### config.mk
export PLATFORM = sky130hd
export DESIGN_NAME = cpu_sequencer_flat
export DESIGN_NICKNAME = d
export VERILOG_FILES = /design/src/rtl/cpu_sequencer_pkg.sv /design/src/rtl/cpu_sequencer_if.sv /design/src/rtl/cpu_sequencer_mem_wait_timer.sv /design/src/rtl/cpu_sequencer.sv /design/src/flat_wrapper.sv
export SDC_FILE = /design/constraint.sdc
export NUM_CORES = 1
export LEC_CHECK = 0
export ABC_AREA = 1
export CORE_UTILIZATION = 36
export CTS_CLUSTER_SIZE = 24
export DETAILED_ROUTE_END_ITERATION = 8
export SLEW_MARGIN = 30
export SYNTH_ARGS = -nofsm -noshare
export SYNTH_HDL_FRONTEND = slang
export SYNTH_SLANG_ARGS = --single-unit
### constraint.sdc
create_clock -name clk -period 3.92 [get_ports clk]
set_input_delay 1.176 -clock clk [delete_from_list [all_inputs] [get_ports clk]]
set_output_delay 1.176 -clock clk [all_outputs]
set_load 0.01 [all_outputs]
### src/rtl/cpu_sequencer_pkg.sv
// Shared constants for the sequencer and the control decode: opcodes, state
// encodings, trap causes and the opcode legality check.
package cpu_sequencer_pkg;

    typedef enum logic [2:0] {
        SEQ_FETCH   = 3'd0,
        SEQ_DECODE  = 3'd1,
        SEQ_EXECUTE = 3'd2,
        SEQ_MEM     = 3'd3,
        SEQ_WB      = 3'd4,
        SEQ_HALT    = 3'd5,
        SEQ_TRAP    = 3'd6
    } seq_state_e;

    localparam logic [6:0] OP_LUI     = 7'b0110111;
    localparam logic [6:0] OP_AUIPC   = 7'b0010111;
    localparam logic [6:0] OP_JAL     = 7'b1101111;
    localparam logic [6:0] OP_JALR    = 7'b1100111;
    localparam logic [6:0] OP_BRANCH  = 7'b1100011;
    localparam logic [6:0] OP_LOAD    = 7'b0000011;
    localparam logic [6:0] OP_STORE   = 7'b0100011;
    localparam logic [6:0] OP_ALU_IMM = 7'b0010011;
    localparam logic [6:0] OP_ALU     = 7'b0110011;

    localparam logic [1:0] TRAP_NONE    = 2'b00;
    localparam logic [1:0] TRAP_ILLEGAL = 2'b01;
    localparam logic [1:0] TRAP_IMEM    = 2'b10;
    localparam logic [1:0] TRAP_DMEM    = 2'b11;

    localparam logic [31:0] INST_NOP = 32'h0000_0013;
    localparam int          WAIT_W   = 8;

    function automatic logic op_legal(input logic [6:0] op);
        case (op)
            OP_LUI, OP_AUIPC, OP_JAL, OP_JALR, OP_BRANCH,
            OP_LOAD, OP_STORE, OP_ALU_IMM, OP_ALU: op_legal = 1'b1;
            default:                              op_legal = 1'b0;
        endcase
    endfunction

endpackage

### src/rtl/cpu_sequencer_if.sv
// Memory handshake, halt control and status bundle between the sequencer and
// the rest of the core.
interface cpu_sequencer_if;
    logic        imemValid;
    logic [31:0] imemData;
    logic        dmemValid;
    logic        haltReq;
    logic        imemReq;
    logic        dmemReq;
    logic        dmemWe;
    logic [31:0] inst;
    logic        pcWriteEn;
    logic        regCommit;
    logic        halted;
    logic        trap;
    logic [1:0]  trapCause;
    logic [31:0] retired;

    modport master (
        input  imemValid, imemData, dmemValid, haltReq,
        output imemReq, dmemReq, dmemWe, inst, pcWriteEn, regCommit,
               halted, trap, trapCause, retired
    );

    modport slave (
        output imemValid, imemData, dmemValid, haltReq,
        input  imemReq, dmemReq, dmemWe, inst, pcWriteEn, regCommit,
               halted, trap, trapCause, retired
    );
endinterface

### src/rtl/cpu_sequencer_mem_wait_timer.sv
// Counts memory wait cycles; expired means the current wait is the last one
// allowed before a timeout.
module mem_wait_timer
    import cpu_sequencer_pkg::*;
#(
    parameter int MEM_TIMEOUT = 15
) (
    input  logic clk,
    input  logic rst,
    input  logic i_clear,
    input  logic i_tick,
    output logic o_expired
);

    logic [WAIT_W-1:0] r_cnt;

    always_ff @(posedge clk or posedge rst) begin
        if (rst)          r_cnt <= '0;
        else if (i_clear) r_cnt <= '0;
        else if (i_tick)  r_cnt <= r_cnt + 1'b1;
    end

    assign o_expired = (r_cnt == WAIT_W'(MEM_TIMEOUT));

endmodule

### src/rtl/cpu_sequencer.sv
// Multi-cycle fetch/decode/execute/mem/writeback sequencer with memory wait
// timeouts, halt at instruction boundaries and a retired-instruction counter.
module cpu_sequencer
    import cpu_sequencer_pkg::*;
#(
    parameter int MEM_TIMEOUT = 15
) (
    input  logic            clk,
    input  logic            rst,
    cpu_sequencer_if.master bus
);

    seq_state_e  r_state, w_next;
    logic [31:0] r_inst, r_retired;
    logic [1:0]  r_trapCause, w_trapCause;
    logic        r_started;
    logic        w_clear, w_tick, w_expired;
    logic        w_imemReq, w_dmemReq, w_dmemWe, w_pcWriteEn, w_regCommit;
    logic [6:0]  w_op;
    logic        w_isMem, w_noCommit;

    assign w_op       = r_inst[6:0];
    assign w_isMem    = (w_op == OP_LOAD) || (w_op == OP_STORE);
    assign w_noCommit = (w_op == OP_BRANCH) || (w_op == OP_STORE) || (r_inst[11:7] == 5'd0);

    // Counter only runs in the two waiting states, so any other state clears it.
    assign w_clear = !((r_state == SEQ_FETCH) || (r_state == SEQ_MEM));
    assign w_tick  = ((r_state == SEQ_FETCH) && r_started && !bus.imemValid) ||
                     ((r_state == SEQ_MEM) && !bus.dmemValid);

    mem_wait_timer #(.MEM_TIMEOUT(MEM_TIMEOUT)) u_timer (
        .clk       (clk),
        .rst       (rst),
        .i_clear   (w_clear),
        .i_tick    (w_tick),
        .o_expired (w_expired)
    );

    // r_started holds FETCH idle for the cycle after reset release, keeping
    // requests low until the first edge out of reset.
    always_ff @(posedge clk or posedge rst) begin
        if (rst) begin
            r_state   <= SEQ_FETCH;
            r_started <= 1'b0;
        end else begin
            r_state   <= w_next;
            r_started <= 1'b1;
        end
    end

    always_ff @(posedge clk or posedge rst) begin
        if (rst) begin
            r_inst      <= INST_NOP;
            r_retired   <= '0;
            r_trapCause <= TRAP_NONE;
        end else begin
            if (r_state == SEQ_FETCH && r_started && bus.imemValid) r_inst <= bus.imemData;
            if (r_state == SEQ_WB) r_retired <= r_retired + 32'd1;
            if (w_next == SEQ_TRAP && r_state != SEQ_TRAP) r_trapCause <= w_trapCause;
        end
    end

    always_comb begin
        w_next      = r_state;
        w_trapCause = TRAP_NONE;
        w_imemReq   = 1'b0;
        w_dmemReq   = 1'b0;
        w_dmemWe    = 1'b0;
        w_pcWriteEn = 1'b0;
        w_regCommit = 1'b0;
        case (r_state)
            SEQ_FETCH: if (r_started) begin
                w_imemReq = 1'b1;
                if (bus.imemValid) w_next = SEQ_DECODE;
                else if (w_expired) begin
                    w_next      = SEQ_TRAP;
                    w_trapCause = TRAP_IMEM;
                end
            end
            SEQ_DECODE: begin
                if (op_legal(w_op)) w_next = SEQ_EXECUTE;
                else begin
                    w_next      = SEQ_TRAP;
                    w_trapCause = TRAP_ILLEGAL;
                end
            end
            SEQ_EXECUTE: w_next = w_isMem ? SEQ_MEM : SEQ_WB;
            SEQ_MEM: begin
                w_dmemReq = 1'b1;
                w_dmemWe  = (w_op == OP_STORE);
                if (bus.dmemValid) w_next = SEQ_WB;
                else if (w_expired) begin
                    w_next      = SEQ_TRAP;
                    w_trapCause = TRAP_DMEM;
                end
            end
            SEQ_WB: begin
                w_pcWriteEn = 1'b1;
                w_regCommit = !w_noCommit;
                w_next      = bus.haltReq ? SEQ_HALT : SEQ_FETCH;
            end
            SEQ_HALT: if (!bus.haltReq) w_next = SEQ_FETCH;
            SEQ_TRAP: w_next = SEQ_TRAP;
            default:  w_next = SEQ_TRAP;
        endcase
    end

    assign bus.imemReq   = w_imemReq;
    assign bus.dmemReq   = w_dmemReq;
    assign bus.dmemWe    = w_dmemWe;
    assign bus.pcWriteEn = w_pcWriteEn;
    assign bus.regCommit = w_regCommit;
    assign bus.inst      = r_inst;
    assign bus.halted    = (r_state == SEQ_HALT);
    assign bus.trap      = (r_state == SEQ_TRAP);
    assign bus.trapCause = r_trapCause;
    assign bus.retired   = r_retired;

endmodule
### src/flat_wrapper.sv
// flat-port wrapper written by rule: the top's interface ports become plain ports
module cpu_sequencer_flat import cpu_sequencer_pkg::*;
#(
    parameter int MEM_TIMEOUT = 15
)
  (clk, rst, bus_imemValid, bus_imemData, bus_dmemValid, bus_haltReq, bus_imemReq, bus_dmemReq, bus_dmemWe, bus_inst, bus_pcWriteEn, bus_regCommit, bus_halted, bus_trap, bus_trapCause, bus_retired);
  cpu_sequencer_if bus_i ();
  input  logic clk;
  input  logic rst;
  input wire logic [$bits(bus_i.imemValid)-1:0] bus_imemValid;
  input wire logic [$bits(bus_i.imemData)-1:0] bus_imemData;
  input wire logic [$bits(bus_i.dmemValid)-1:0] bus_dmemValid;
  input wire logic [$bits(bus_i.haltReq)-1:0] bus_haltReq;
  output wire logic [$bits(bus_i.imemReq)-1:0] bus_imemReq;
  output wire logic [$bits(bus_i.dmemReq)-1:0] bus_dmemReq;
  output wire logic [$bits(bus_i.dmemWe)-1:0] bus_dmemWe;
  output wire logic [$bits(bus_i.inst)-1:0] bus_inst;
  output wire logic [$bits(bus_i.pcWriteEn)-1:0] bus_pcWriteEn;
  output wire logic [$bits(bus_i.regCommit)-1:0] bus_regCommit;
  output wire logic [$bits(bus_i.halted)-1:0] bus_halted;
  output wire logic [$bits(bus_i.trap)-1:0] bus_trap;
  output wire logic [$bits(bus_i.trapCause)-1:0] bus_trapCause;
  output wire logic [$bits(bus_i.retired)-1:0] bus_retired;
  assign bus_i.imemValid = bus_imemValid;
  assign bus_i.imemData = bus_imemData;
  assign bus_i.dmemValid = bus_dmemValid;
  assign bus_i.haltReq = bus_haltReq;
  assign bus_imemReq = bus_i.imemReq;
  assign bus_dmemReq = bus_i.dmemReq;
  assign bus_dmemWe = bus_i.dmemWe;
  assign bus_inst = bus_i.inst;
  assign bus_pcWriteEn = bus_i.pcWriteEn;
  assign bus_regCommit = bus_i.regCommit;
  assign bus_halted = bus_i.halted;
  assign bus_trap = bus_i.trap;
  assign bus_trapCause = bus_i.trapCause;
  assign bus_retired = bus_i.retired;
  cpu_sequencer #(.MEM_TIMEOUT(MEM_TIMEOUT)) u_core (.clk(clk), .rst(rst), .bus(bus_i));
endmodule
[Yosys cells after proc, flatten, opt, wreduce, memory -nomap -nowiden]
Index checks and enable logic that the tools add are counted.
Word-level totals
  flip-flop bits (word level): 78
  latch bits: 0
  RAM bits: 0
  memory bits (read-only): 0
  bits of input ports: 37
  output and inout port bits: 73
  word-level logic and storage cells: 69
  memories kept: 0
Cells by class
  add/sub/neg operators: 2
  multipliers: 0
  divide/modulo/power cells: 0
  $lt $le $gt $ge: 0
  eq/ne operators: 19
  shifts and indexed selects: 0
  mux-type cells: 26
  bitwise operators: 0
  reductions and logical operators: 16
Operator list (count)
  adder 32 x 1 -> 32 bit (second input constant): 1
  two-way mux 3 bit: 8
  == test 7 x 6 -> 1 bit (second input constant): 3
  == test 7 bit (second input constant): 3
  one-hot mux 3 bit (6 select lines): 1
  two-way mux 8 bit: 2
  == test 7 x 5 -> 1 bit (second input constant): 2
  == test 3 bit (second input constant): 4
  two-way mux 2 bit: 5
  two-way mux 1 bit: 9
  OR reduction 9 bit: 1
  adder 8 x 1 -> 8 bit (second input constant): 1
  == test 8 x 4 -> 1 bit (second input constant): 1
  == test 7 x 2 -> 1 bit (second input constant): 1
  == test 3 x 2 -> 1 bit (second input constant): 2
  one-hot mux 2 bit (3 select lines): 1
  logical AND 1 bit: 5
  logical NOT 5 bit: 1
  logical OR 1 bit: 5
  == test 3 x 1 -> 1 bit (second input constant): 1
  logical NOT 1 bit: 3
  logical NOT 3 bit: 1
  != test 3 bit (second input constant): 1
  != test 2 bit (second input constant): 1

[Longest topological paths before layout]
  depth in word-level cells: 8
  gate-level depth with buffers: 11
  mapped depth without buffers: 11

[By module]
From an unflattened synthesis, not the netlist that was laid out.
Unflattened totals
  cell total of the unflattened synthesis: 491
  area, all modules: 3908.7 um2
By module, submodules not included
  cpu_sequencer: times used 1, cells an instance 430, area an instance 3462.1 um2, seq. area each 1755.4 um2
  mem_wait_timer: times used 1, cells an instance 61, area an instance 446.7 um2, seq. area each 200.2 um2

[Worst setup path after synthesis]
No wires, ideal clock.
  path kind: register to output
  start point: register u_core.r_state[1]
  end point: output port bus_regCommit
  data arrival time: 1181 ps
  data required time: 2744 ps
  path slack: 1563 ps
  stages on the path, launching flop included: 7
  buffers on the path: 1
  cells stage by stage: dfrtp_1 -> buf_6 -> nor2_4 -> nand2_4 -> inv_1 -> nand2_1 -> a31oi_1
Between the ends
  cells in the longest elaborated chain, start to end: 2
Ends and longest elaborated chain
  from (decl): RTL line cpu_sequencer.sv:13  | seq_state_e r_state, w_next;
  from (signal assigned): RTL line cpu_sequencer.sv:46  | r_state <= w_next;
  == test 3 bit: RTL line cpu_sequencer.sv:71  | case (r_state)
  two-way mux 1 bit: RTL line cpu_sequencer.sv:71
  to (decl): RTL line flat_wrapper.sv:19  | output wire logic [$bits(bus_i.regCommit)-1:0] bus_regCommit;
Every way passes these cells.

[Final worst setup path]
Ends and elaborated chain as after synthesis.

==> metrics.yaml <==
max_cap_violations: 0
synth_edf_count: 0
dr.pass1.iters: 4
synth_warnings: 0
peakVddDrop_mv: 0.1485
synth_commonest_cells: "nand2_1 (160), dfrtp_1 (75), inv_1 (51)"
arrival_ps: 2100
post_cts_resized: 0
drive_above_1_share_pct: 7.640
max_stage_delay_ps: 570
num_rows: 37
clock_skew_ps: 12.28
core_um2: 10280
initial_core_util_pct: 36.96
final.setup.tns_ps: 0
die_h_um: 104.7
ant_nets: 0
grt_pass1_vias: 3181
seq_area_frac_synth_pct: 51.48
min_period_ps: 3272
clk_latency_ps: 360
hold_buffers: 0
async_flop_share_pct: 100.0
drt_iter0_drc: 60
grt_max_degree: 46
rsz0062_at_grt: "false"
cts_tree: "done"
pre_cts_slack_ps: 1023
area_growth_pct: 39.20
fillers: 1003
power_density_nw_per_um2: 298.8
vias_per_cell: 4.564
max_freq_ghz: 0.3057
hp-class: "reg2reg"
holdPathStages: 2
yosysUniqueCellTypes: 30
run_status: "finished clean"
cts_max_level: 3
crit_required_ps: 2740
critPathBufInv: 2
avgRoutedWirePerCell_um: 12.38
num_antenna_cells: 0
cts_sinks: 78
cts_setup_buffers: 0
final_util_pct: 51.45
synth_seq_cells: 78
gp_congestion: 0.8198
path_class: "reg2out"
power_leakage_nw: 2.485
drt_wl_total_um: 8972
die_area_um2: 10970
cp.depth: 6
crit_path_start_kind: "flop"
finalWorstSetupSlack_ps: 648.4
worst_slew_pin_slew_ps: 734.2
hold_violations: 0
track_usage_pct: 17.26
synthFlopType: "dfrtp_1"
syn-num-nets: 508
clockRootBuffer: "clkbuf_8"
endpoint_kind: "output pin"
crit_slowest_cell: "clkdlybuf4s50_1"
crit_family: "buffers and inverters"
crit_fanout: 10
vias: 3309
crit_chain: "nor2_4 -> nand2_4 -> inv_1 -> nand2_1 -> a31oi_1 -> clkdlybuf4s50_1"
dpl.hpwl_um: 6710
cts_made_buffers: 9
syn_area_per_cell_um2: 8.099
path_clk_slew_ps: 80
yosys.area.top_type: "dfrtp_1"
fin_crit_sh_pct: 83.46
hold_ws_ps: 492.5
io_pins: 110
grt-ovfl-total: 0
fin_nets: 623
synth_area_leaders: "dfrtp_1 (49%), nand2_1 (16%), inv_1 (5.0%)"
synth_top_area_share_pct: 49.41
grt_pass1_wl_um: 15110
slew-limit-headroom_pct: 50.98
clockBufferDepth: 2
io_buffers: 109
synth_most_common_cell: "nand2_1"
setup_violations: 0
fp.dieW_um: 104.7
antenna_found_initial: 0
remaining_drc_errors: 0
syn_area_um2: 3799
drv_slew: 0
reg2reg_depth: 8
synth_cells: 469
[metrics by stage]
stage / cell area, µm² / total power [mW] / cells
after global placement: 5046 / 0.8765 / 709
final: 5288 / 1.580 / 725
after CTS: 5288 / 1.607 / 725
after global routing: 5288 / 1.646 / 725
after floorplan: 3799 / 0.8328 / 469
after detailed placement: 5046 / 0.8771 / 709
[area by class of cell]
class / count / area (µm²) / area share (%)
Clock inverter: 4 / 76.32 / 1.443
Tap cell: 136 / 170.2 / 3.218
Inverter: 56 / 210.2 / 3.975
Clock buffer: 12 / 165.2 / 3.124
Sequential cell: 78 / 1956 / 36.99
Multi-Input combinational cell: 328 / 1592 / 30.10
Timing Repair Buffer: 111 / 1119 / 21.15
[path summary, 6_finish.rpt]
path | from | to | slack (ps)
setup / recovery | u_core.r_state[1] | bus_regCommit | 650
hold / removal | u_core.bus.inst[28] | u_core.bus.inst[28] | 490
setup reg to reg | u_core.r_state[1] | u_core.bus.inst[4] | 1880
hold reg to reg | u_core.bus.inst[28] | u_core.bus.inst[28] | 490
max in group asynchronous | rst | u_core.u_timer.r_cnt[2] | 1960
min in group asynchronous | rst | u_core.bus.inst[31] | 1260
[state kept, by name, indices dropped and copies added (netlist names)]
| register | flops |
|---|---|
| u_core.bus.inst | 32 |
| u_core.bus.retired | 32 |
| u_core.u_timer.r_cnt | 8 |
| u_core.r_state | 3 |
| u_core.bus.trapCause | 2 |
| u_core.r_started | 1 |
[placed cells by master (no fill, tap or decap), types with 6 or more instances in the layout]
| cell type | instances |
|---|---|
| clkbuf_8 | 12 |
| nor3_1 | 14 |
| xnor2_1 | 11 |
| nand3_1 | 24 |
| nand2_1 | 160 |
| o21ai_0 | 14 |
| dfrtp_1 | 75 |
| clkdlybuf4s50_1 | 109 |
| nand2_2 | 6 |
| xor2_1 | 14 |
| inv_1 | 50 |
| a21oi_1 | 10 |
| nor2_1 | 41 |
| nand4_1 | 9 |
| inv_2 | 6 |
[worst min-delay path, cell delays in order, from the launching register on]
cell and delay [ps]:
dfrtp_1 360, nand2_1 50, nand2_1 50
[routing by layer]
| metal | global-route usage (%) | routed length [µm] | vias up |
|---|---|---|---|
| met4 | 6.036 | 102 | 0 |
| met1 | 22.70 | 4177 | 1538 |
| met3 | 5.115 | 518 | 9 |
| li1 | - | - | 1684 |
| met2 | 27.01 | 4175 | 78 |
| met5 | 0 | 0 | - |
[power by group]
| part | leakage, nW | switching [mW] | internal (mW) |
|---|---|---|---|
| sequential | 1.05 | 0.000123 | 0.804 |
| combinational | 1.32 | 0.0212 | 0.0332 |
| clock | 0.119 | 0.308 | 0.413 |
[logic make-up (layout without fill, tap and decap cells)]
family | after synthesis | in the layout | share of synthesized area, %
adders and majority gates | 2 | 2 | 0.6587
buffers and inverters | 63 | 183 | 6.621
DFF | 78 | 78 | 51.48
xor gates and xnor gates | 25 | 25 | 5.764
and+or+nand+nor | 269 | 269 | 31.13
AOI/OAI and AO/OA | 31 | 31 | 4.249
other | 1 | 1 | 0.09872
(Power assumes the default switching activity.)
